--- src/rtl/tick_gen_pkg.sv ---
// tick_gen_pkg: shared constants and helpers for the multi-channel tick
// generator.
//   CNT_W_DEF  default counter/period width (1 s at 25 MHz fits)
//   CH_IDX_W   width of the write/readback channel index
//   DIV_HALT   period value that halts a channel
//   DIV_*      named periods for a 25 MHz system clock
package tick_gen_pkg;

   localparam int CNT_W_DEF = 25;
   localparam int CH_IDX_W  = 4;
   localparam int DIV_HALT  = 0;

   localparam int DIV_1KHZ  = 25000;
   localparam int DIV_10HZ  = 2500000;
   localparam int DIV_1HZ   = 25000000;

   // True when a channel index addresses an implemented channel.
   function automatic logic ch_in_range(input logic [CH_IDX_W-1:0] idx,
                                        input int                  num_ch);
      ch_in_range = (32'(idx) < num_ch);
   endfunction

endpackage

--- src/rtl/tick_chan.sv ---
// tick_chan: one tick-generator channel.
//   clk, rst   system clock, synchronous active-high reset
//   load       take load_div as the new period and restart the phase
//   load_div   new period in clk cycles (0 halts the channel)
//   restart    restart the phase without touching period or square wave
//   div        current period register
//   tick       registered one-cycle pulse once per period
//   sq         square wave toggling on each tick (TICK_GEN_SQUARE_EN),
//              otherwise tied to 0
import tick_gen_pkg::*;

module tick_chan #(
   parameter int               CNT_W   = CNT_W_DEF,
   parameter logic [CNT_W-1:0] DIV_RST = CNT_W'(DIV_1KHZ)
) (
   input  logic             clk,
   input  logic             rst,
   input  logic             load,
   input  logic [CNT_W-1:0] load_div,
   input  logic             restart,
   output logic [CNT_W-1:0] div,
   output logic             tick,
   output logic             sq
);

   localparam logic [CNT_W-1:0] ONE = CNT_W'(1);

   logic [CNT_W-1:0] cnt;
   logic [CNT_W-1:0] div_nxt;
   logic [CNT_W-1:0] cnt_nxt;
   logic             tick_nxt;

   // Next-state: load beats restart beats counting. A load on the wrap
   // cycle drops that tick, and cnt never passes div-1.
   always_comb begin
      div_nxt  = div;
      cnt_nxt  = cnt;
      tick_nxt = 1'b0;
      if (load) begin
         div_nxt = load_div;
         cnt_nxt = '0;
      end else if (restart) begin
         cnt_nxt = '0;
      end else if (div == CNT_W'(DIV_HALT)) begin
         cnt_nxt = '0;
      end else if (cnt == (div - ONE)) begin
         cnt_nxt  = '0;
         tick_nxt = 1'b1;
      end else begin
         cnt_nxt = cnt + ONE;
      end
   end

   // Period, counter and tick registers.
   always_ff @(posedge clk) begin
      if (rst) begin
         div  <= DIV_RST;
         cnt  <= '0;
         tick <= 1'b0;
      end else begin
         div  <= div_nxt;
         cnt  <= cnt_nxt;
         tick <= tick_nxt;
      end
   end

`ifdef TICK_GEN_SQUARE_EN
   // Square wave: flips in every cycle where tick is high, giving 2*div
   // period at 50% duty; a load clears it, a restart leaves it alone.
   always_ff @(posedge clk) begin
      if (rst) begin
         sq <= 1'b0;
      end else if (load) begin
         sq <= 1'b0;
      end else if (restart) begin
         sq <= sq;
      end else begin
         sq <= sq ^ tick;
      end
   end
`else
   assign sq = 1'b0;
`endif

endmodule

--- src/rtl/tick_gen.sv ---
// tick_gen: parametrised multi-channel tick generator on a single clock.
// Optional feature macro: TICK_GEN_SQUARE_EN enables the sq outputs.
//   clk, rst   system clock, synchronous active-high reset
//   wr_en      period write strobe
//   wr_ch      channel index for the write (out of range is ignored)
//   wr_div     new period in clk cycles
//   rd_ch      channel index for readback
//   rd_div     registered period of rd_ch (0 for out-of-range index)
//   sync       restart the phase of every channel
//   tick       one-cycle pulse per channel period
//   sq         square wave per channel, period 2*div
import tick_gen_pkg::*;

module tick_gen #(
   parameter int                      NUM_CH   = 8,
   parameter int                      CNT_W    = CNT_W_DEF,
   parameter logic [NUM_CH*CNT_W-1:0] DIV_INIT = {NUM_CH{CNT_W'(DIV_1KHZ)}}
) (
   input  logic                clk,
   input  logic                rst,
   input  logic                wr_en,
   input  logic [CH_IDX_W-1:0] wr_ch,
   input  logic [CNT_W-1:0]    wr_div,
   input  logic [CH_IDX_W-1:0] rd_ch,
   output logic [CNT_W-1:0]    rd_div,
   input  logic                sync,
   output logic [NUM_CH-1:0]   tick,
   output logic [NUM_CH-1:0]   sq
);

   logic [CNT_W-1:0] div_all [NUM_CH];
   logic [CNT_W-1:0] rd_sel;
   logic             wr_ok;

   assign wr_ok = wr_en && ch_in_range(wr_ch, NUM_CH);

   for (genvar i = 0; i < NUM_CH; i++) begin : g_ch
      tick_chan #(
         .CNT_W   (CNT_W),
         .DIV_RST (DIV_INIT[i*CNT_W +: CNT_W])
      ) u_chan (
         .clk      (clk),
         .rst      (rst),
         .load     (wr_ok && (wr_ch == CH_IDX_W'(i))),
         .load_div (wr_div),
         .restart  (sync),
         .div      (div_all[i]),
         .tick     (tick[i]),
         .sq       (sq[i])
      );
   end

   // Readback mux; an index with no channel behind it selects 0.
   always_comb begin
      rd_sel = '0;
      for (int i = 0; i < NUM_CH; i++) begin
         if (rd_ch == CH_IDX_W'(i)) begin
            rd_sel = div_all[i];
         end else begin
            rd_sel = rd_sel;
         end
      end
   end

   // Registered readback.
   always_ff @(posedge clk) begin
      if (rst) begin
         rd_div <= '0;
      end else begin
         rd_div <= rd_sel;
      end
   end

endmodule

--- config.mk ---
export PLATFORM = sky130hd
export DESIGN_NAME = tick_gen
export DESIGN_NICKNAME = d
export VERILOG_FILES = /design/src/rtl/tick_gen_pkg.sv /design/src/rtl/tick_chan.sv /design/src/rtl/tick_gen.sv
export SDC_FILE = /design/constraint.sdc
export NUM_CORES = 1
export LEC_CHECK = 0
export ABC_AREA = 1
export CORE_MARGIN = 2
export CORE_UTILIZATION = 40
export CTS_BUF_LIST = sky130_fd_sc_hd__clkbuf_16
export CTS_CLUSTER_SIZE = 14
export DETAILED_ROUTE_END_ITERATION = 12
export PLACE_DENSITY = 0.53
export SYNTH_ARGS = -nofsm -noshare
export SYNTH_HDL_FRONTEND = slang
export SYNTH_SLANG_ARGS = --single-unit
--- constraint.sdc ---
create_clock -name clk -period 2.7 [get_ports clk]
set_input_delay 0.405 -clock clk [delete_from_list [all_inputs] [get_ports clk]]
set_output_delay 0.405 -clock clk [all_outputs]
set_load 0.1 [all_outputs]
==> results of run 1 <==
==> power by group <==
group	switching, mW	leakage (nW)	internal (mW)
logic	0.893	9.57	0.377
clock network	3.01	0.853	4.02
registers	0.117	3.50	6.47
==> path summary, 6_finish.rpt <==
| check | from | endpoint | slack, ns | depth (start not counted) |
|---|---|---|---|---|
| max | g_ch[5].u_chan.div[0]$_SDFFE_PP0P_ | g_ch[5].u_chan.cnt[2]$_SDFF_PP0_ | 0.29 | 17 |
| min | g_ch[6].u_chan.cnt[0]$_SDFF_PP0_ | g_ch[6].u_chan.cnt[0]$_SDFF_PP0_ | 0.47 | 1 |
| max reg2reg | g_ch[5].u_chan.div[0]$_SDFFE_PP0P_ | g_ch[5].u_chan.cnt[2]$_SDFF_PP0_ | 0.29 | 17 |
| min reg2reg | g_ch[6].u_chan.cnt[0]$_SDFF_PP0_ | g_ch[6].u_chan.cnt[0]$_SDFF_PP0_ | 0.47 | 1 |
==> worst max-delay path, delay by kind of cell, from the launching register on <==
family | cells | cell delay [ns]
flops | 1 | 0.36
simple gates | 13 | 1.13
fa+ha+maj | 1 | 0.29
buf+inv | 3 | 0.51
==> cell type report <==
class                   instances  area share (%)
diodes                          4          0.0311
clock buffers                  51            3.96
clock inverters                44            1.25
inverters                     613            7.15
multi-input cells            3314            52.1
flip-flops and latches        433            26.9
well taps                     940            3.65
repair buffers                176            5.00
==> registers in the layout, summed over array words and instances, names as in the netlist <==
register and count:
rd_div 25, g_ch.u_chan.div 200, g_ch.u_chan.tick 8, g_ch.u_chan.cnt 200
==> cell usage in the layout, fill, tap and decap left out, types with 13 or more instances in the layout <==
| master | n |
|---|---|
| clkinv_1 | 19 |
| clkbuf_16 | 51 |
| nand2_2 | 16 |
| nor2_4 | 35 |
| inv_2 | 16 |
| a21oi_1 | 164 |
| nand2_1 | 1008 |
| inv_1 | 599 |
| o21ai_0 | 212 |
| nor3_2 | 16 |
| xor2_1 | 251 |
| xnor2_1 | 103 |
| o211ai_1 | 25 |
| ha_1 | 15 |
| buf_4 | 124 |
| nor2_2 | 49 |
| nor2_1 | 780 |
| nor3_1 | 50 |
| dfxtp_1 | 433 |
| clkdlybuf4s50_1 | 36 |
| nand4_1 | 107 |
| buf_12 | 16 |
| nand3_1 | 333 |
| nand3b_1 | 19 |
| o2111ai_1 | 13 |
| nor4_1 | 22 |
| o22ai_1 | 19 |
==> cells by family (layout without fill, tap and decap cells) <==
| family | Yosys count | after routing | share of synthesized area, % |
|---|---|---|---|
| XOR/XNOR | 357 | 357 | 11.1 |
| flip-flops | 433 | 433 | 30.5 |
| buffers and inverters | 749 | 884 | 10.7 |
| AND/OR/NAND/NOR | 2471 | 2471 | 38.1 |
| AO/OA/AOI/OAI | 462 | 462 | 8.85 |
| other | 1 | 12 | 0.0132 |
| adder cells (fa/ha/maj) | 16 | 16 | 0.704 |
==> layer usage <==
layer | GRT usage (%) | routed length, um
met1 | 36.6 | 45800
met2 | 44.4 | 45500
met3 | 4.22 | 6890
met4 | 7.56 | 2710
met5 | 0 | 37
==> per-stage QoR <==
| stage | std cells | instance area [um^2] |
|---|---|---|
| 6_report | 5575 | 32200 |
| 5_1_grt | 5571 | 32200 |
| 4_1_cts | 5571 | 32200 |
| 3_5_place_dp | 5476 | 30500 |
| 3_3_place_gp | 5476 | 30500 |
| 2_1_floorplan | 4496 | 28500 |
==> impl_metrics.py, run 1 <==
metrics = {
    "global_routing": {
        "grt_pass1_wl_um": 155000,
        "grt_usage_pct": 27.0,
        "grt_pass1_vias": 26400,
        "antenna_found_initial": 9,
        "grt_overflow": 0,
        "grt_max_degree": 77,
    },
    "cts": {
        "htreeDepth": 2,
        "cts_setup_buffers": 0,
        "cts_made_buffers": 51,
        "cts_tree": "yes",
        "cts.root.buffer_cell": "clkbuf_16",
        "cts_resized": 0,
        "clockBufferDepth": 3,
        "hold_buffers": 0,
        "clkLatencyLatePin_ns": 0.63,
        "cts_num_sinks": 433,
        "clk_pin_slew_worst_paths_ns": 0.06,
    },
    "floorplan": {
        "die_w_um": 271,
        "coreArea_um2": 70100,
        "die_area_um2": 73200,
        "die_h_um": 271,
        "core.rowCount": 97,
        "initial_core_util_pct": 40.5,
        "io_pins": 78,
    },
    "sta": {
        "worstMarginPinSlew_ns": 0.980,
        "slew_violations": 0,
        "layout_setup_ws_ns": 0.295,
        "tns_ns": 0,
        "hold_viol": 0,
        "timing.fmax_mhz": 416,
        "skew_ns": 0.0304,
        "setup_viol": 0,
        "period_minus_slack_ns": 2.41,
        "rsz0062_at_grt": "false",
        "min_period_over_period_pct": 89.1,
        "maxSlewHeadroom_pct": 34.4,
        "whs_ns": 0.474,
    },
    "route": {
        "viasPerCell": 5.03,
        "dr.first_iter.drc_count": 2129,
        "wl_per_cell_um": 18.1,
        "ant_nets": 0,
        "first_pass_iters": 5,
        "drt-total-wl_um": 101000,
        "drc_errors": 0,
        "vias": 28000,
    },
    "synthesis": {
        "synthesis.area_um2": 28400,
        "synth_most_common_cell": "nand2_1",
        "ys_types": 53,
        "synth_edf_count": 0,
        "async_flop_share_pct": 0,
        "yosysTopAreaCell": "dfxtp_1",
        "ys.flop_type": "dfxtp_1",
        "synth_area_leaders": "dfxtp_1 (30%), nand2_1 (13%), nor2_1 (10%), inv_1 (7.8%), xor2_1 (7.7%)",
        "netlist_top_cells_count": "nand2_1 (1008), nor2_1 (781), inv_1 (589)",
        "yosysTopAreaCellShare_pct": 30.5,
        "ys_warn_count": 0,
        "avgSynthCellArea_um2": 6.33,
        "synth_cells": 4489,
        "synth-seq-area-share_pct": 30.5,
        "ys_ff_latch": 433,
    },
    "place": {
        "place.gp.congestion": 0.952,
        "dpl.hpwl_um": 78700,
        "port-buffer-count": 69,
        "place_ws_ns": 0.119,
    },
    "critical_path": {
        "crit_arrival_ns": 2.94,
        "criticalPathCategory": "flop to flop",
        "path_cells": "inv_2, ha_2, nand2_4, nor2_8, buf_4, nand2_1, nand2_1, nand2_1, nand2_1, nand2_1, nor2_1, nand2_1, nor2_2, nand3_2, nand2_4, buf_12, nor2_1",
        "slowest_stage": "dfxtp_1",
        "cpPeakStageDelay_ns": 0.36,
        "path_max_fanout": 11,
        "cpMostUsedCell": "nand2_1",
        "cp.required_ns": 3.23,
        "startpoint_type": "flop",
        "critPathCaptureType": "flop",
    },
    "power_and_ir_drop": {
        "power_mw": 14.9,
        "p_leak_nw": 13.9,
        "ir_drop_mv": 0.499,
        "power_per_cell_area_nw_per_um2": 462,
    },
    "layout": {
        "final_layout_size_suffix_gt1_share_pct": 7.97,
        "regArea_um2": 8670,
        "area_delta_synth_final_pct": 13.3,
        "fillCellCount": 7659,
        "final_util_pct": 45.9,
        "multiInputGateArea_um2": 16800,
        "layout.nets": 4642,
    },
    "status": {
        "outcome": "finished, final reports clean",
    },
    "flow_run": {
        "maxCapViolCount": 0,
    },
    "hold_path": {
        "hp-class": "flop to flop",
    },
}
No activity file was read; power rests on OpenSTA's default activity.
==> inputs of run 2 (changes only) <==
--- a/config.mk
+++ b/config.mk
@@ -5,13 +5,14 @@
 export SDC_FILE = /design/constraint.sdc
 export NUM_CORES = 1
 export LEC_CHECK = 0
-export ABC_AREA = 1
 export CORE_MARGIN = 2
 export CORE_UTILIZATION = 40
 export CTS_BUF_LIST = sky130_fd_sc_hd__clkbuf_16
 export CTS_CLUSTER_SIZE = 14
 export DETAILED_ROUTE_END_ITERATION = 12
+export GPL_TIMING_DRIVEN = 0
 export PLACE_DENSITY = 0.53
+export RECOVER_POWER = 100
 export SYNTH_ARGS = -nofsm -noshare
 export SYNTH_HDL_FRONTEND = slang
 export SYNTH_SLANG_ARGS = --single-unit
==> run 2 against run 1 <==
Critical endpoint is now g_ch[3].u_chan.tick$_SDFF_PP0_; synthesized cell count down 26%; the run now ends with negative setup slack left; sequential power about the same; total power increased by 0.34%; cell area fell by 0.94%; critical path depth shrank 4; clock skew is 0.0072 ns lower.
==> impl_metrics.py, run 2 <==
metrics = {
    "synthesis": {
        "synth_area_leaders": "dfxtp_1 (34%), nand2_1 (8.8%), xnor2_1 (8.5%), xor2_1 (6.1%), nor2_1 (4.9%)",
        "synth-seq-area-share_pct": 33.9,
        "synthesis.area_um2": 25500,
        "synth_cells": 3313,
        "ys.flop_type": "dfxtp_1",
        "async_flop_share_pct": 0,
        "ys_warn_count": 0,
        "ys_ff_latch": 433,
        "synth_most_common_cell": "nand2_1",
        "yosysTopAreaCell": "dfxtp_1",
        "avgSynthCellArea_um2": 7.71,
        "yosysTopAreaCellShare_pct": 33.9,
        "ys_types": 94,
        "synth_edf_count": 0,
        "netlist_top_cells_count": "nand2_1 (596), dfxtp_1 (433), nor2_1 (333)",
    },
    "route": {
        "viasPerCell": 5.70,
        "wl_met1_um": 42200,
        "first_pass_iters": 6,
        "met3_wirelength_um": 6250,
        "drc_errors": 0,
        "vias": 25200,
        "ant_nets": 0,
        "wl_per_cell_um": 22.1,
        "dr.first_iter.drc_count": 2109,
        "met2_wirelength_um": 45700,
        "maxUsedRoutingLayer": "met5",
        "drt-total-wl_um": 97400,
    },
    "floorplan": {
        "die_area_um2": 65900,
        "initial_core_util_pct": 40.5,
        "die_h_um": 257,
        "core.rowCount": 92,
        "coreArea_um2": 63100,
        "io_pins": 78,
        "die_w_um": 257,
    },
    "sta": {
        "slew_violations": 0,
        "min_period_over_period_pct": 113,
        "layout_setup_ws_ns": -0.346,
        "period_minus_slack_ns": 3.05,
        "worstMarginPinSlew_ns": 1.21,
        "maxSlewHeadroom_pct": 19.3,
        "setup_viol": 208,
        "skew_ns": 0.0232,
        "timing.fmax_mhz": 328,
        "whs_ns": 0.316,
        "tns_ns": -37.22,
        "rsz0062_at_grt": "true",
        "hold_viol": 0,
    },
    "layout": {
        "top_regs": "g_ch.u_chan.cnt x200, g_ch.u_chan.div x200, rd_div x25",
        "area_delta_synth_final_pct": 25.0,
        "final_layout_size_suffix_gt1_share_pct": 20.3,
        "final_common_cell": "nand2_1",
        "layout.nets": 3578,
        "layout_common_cells": "nand2_1 (592), dfxtp_1 (370), xnor2_1 (241)",
    },
    "cts": {
        "clk_pin_slew_worst_paths_ns": 0.07,
        "cts.root.buffer_cell": "clkbuf_16",
        "cts_num_sinks": 433,
        "cts_tree": "yes",
        "clkLatencyLatePin_ns": 0.62,
        "cts_made_buffers": 50,
        "htreeDepth": 2,
        "clockBufferDepth": 3,
    },
    "status": {
        "outcome": "finished, violations left",
        "violations": "negative setup slack",
    },
    "place": {
        "place_ws_ns": -1.08,
        "dpl.hpwl_um": 70900,
        "place.gp.congestion": 0.980,
        "port-buffer-count": 41,
    },
    "power_and_ir_drop": {
        "power_per_cell_area_nw_per_um2": 468,
        "ir_drop_mv": 0.435,
        "p_leak_nw": 11.0,
        "power_mw": 14.9,
    },
    "global_routing": {
        "grt_overflow": 0,
        "antenna_found_initial": 3,
        "grt_max_degree": 14,
        "grt_pass1_wl_um": 147000,
        "grt_pass1_vias": 23900,
        "grt_usage_pct": 28.6,
    },
    "critical_path": {
        "crit_path_start": "g_ch[3].u_chan.div[1]$_SDFFE_PP0P_",
        "cpPeakStageDelay_ns": 0.41,
        "crit_arrival_ns": 3.59,
        "path_cells": "inv_2, ha_4, or3b_4, nor4_4, buf_4, xnor2_2, or3b_4, a21oi_2, o22ai_2, nor4_4, buf_6, buf_6, nor2b_4",
        "r2r-start": "g_ch[3].u_chan.div[1]$_SDFFE_PP0P_",
        "regToRegSetupSlack_ns": -0.35,
        "slowest_stage": "or3b_4",
        "reg2regPathDepth": 13,
        "criticalPathCategory": "flop to flop",
        "r2r-end": "g_ch[3].u_chan.tick$_SDFF_PP0_",
        "path_max_fanout": 6,
        "startpoint_type": "flop",
        "cp.required_ns": 3.24,
        "critPathCaptureType": "flop",
    },
    "hold_path": {
        "hp-class": "input port to flop",
        "hold_start": "wr_div[24]",
        "hold_end": "g_ch[0].u_chan.div[24]$_SDFFE_PP0P_",
        "hold_path_depth": 3,
    },
    "flow_run": {
        "maxCapViolCount": 0,
    },
}
## run 2: changes by cell type after synthesis, sizes merged, moves of 72 or more
cell    before  now
xnor2      104  247
inv        605   52
nor2       865  334
nand2     1028  597
o21ai      219   45
xor2       251  179
clkbuf      94  192
nand3      339  106
## run 2: through the flow
step	util (%)	instance area, um^2	cells
floorplan	-	25900	3320
global placement	43.4	27400	4207
detailed placement	43.4	27400	4207
CTS	49.1	31000	4388
global route	50.6	31900	4414
finish	50.6	31900	4414
## run 2: worst max-delay path by stage
stage,end,slack (ns),depth (start not counted)
2_1_floorplan,g_ch[3].u_chan.cnt[10]$_SDFF_PP0_,-0.30,9
6_report,g_ch[3].u_chan.tick$_SDFF_PP0_,-0.35,13
5_1_grt,g_ch[3].u_chan.tick$_SDFF_PP0_,-0.45,13
3_3_place_gp,g_ch[6].u_chan.cnt[3]$_SDFF_PP0_,-1.07,9
3_5_place_dp,g_ch[6].u_chan.cnt[3]$_SDFF_PP0_,-1.08,9
4_1_cts,g_ch[0].u_chan.tick$_SDFF_PP0_,-0.47,9
## run 2: report_power, final
group | switching (mW) | internal (mW)
sequential | 0.127 | 6.44
combinational | 0.886 | 0.386
clock | 2.90 | 4.20
## run 2: layer usage
layer	track usage (%)	vias to the layer above
met3	4.25	172
met4	9.29	2
met1	37.7	12300
met5	0	-
met2	47.8	813
li1	-	11900
## run 2: worst max-delay path: cells and delay by family, from the launching register on
kind | cells | cell delay [ns]
xor+xnor | 1 | 0.06
simple gates | 5 | 1.61
fa+ha+maj | 1 | 0.13
flops | 1 | 0.35
compound gates | 2 | 0.27
buf+inv | 4 | 0.57
## run 2: what timing repair did
action / in CTS / in global routing
hold buffers: 0 / 0
setup buffers: 100 / 41
hold endpoints to repair: 0 / 0
cloned: 15 / 3
setup endpoints to repair: 266 / 277
pin swaps: 113 / 118
resized for setup: 263 / 265
## run 2: final cells by class
| class | count | area (um^2) |
|---|---|---|
| timing repair buffer | 192 | 1800 |
| clock inverter | 41 | 372 |
| multi-input combinational | 2586 | 17300 |
| sequential | 433 | 8810 |
| buffer | 209 | 1090 |
| fill | 6176 | 31200 |
| inverter | 53 | 199 |
| clock buffer | 53 | 1330 |
| tap | 846 | 1060 |
| antenna | 1 | 2.50 |
## run 2: cell families (layout without fill, tap and decap cells)
logic type | count (synthesis) | after routing | synth area share, %
compound gates | 470 | 470 | 11.7
xor+xnor | 426 | 426 | 14.6
fa+ha+maj | 17 | 17 | 0.823
buf+inv | 301 | 548 | 5.02
flops | 433 | 433 | 33.9
mux | 64 | 64 | 2.66
other cells | 1 | 9 | 0.0147
simple gates | 1601 | 1601 | 31.3
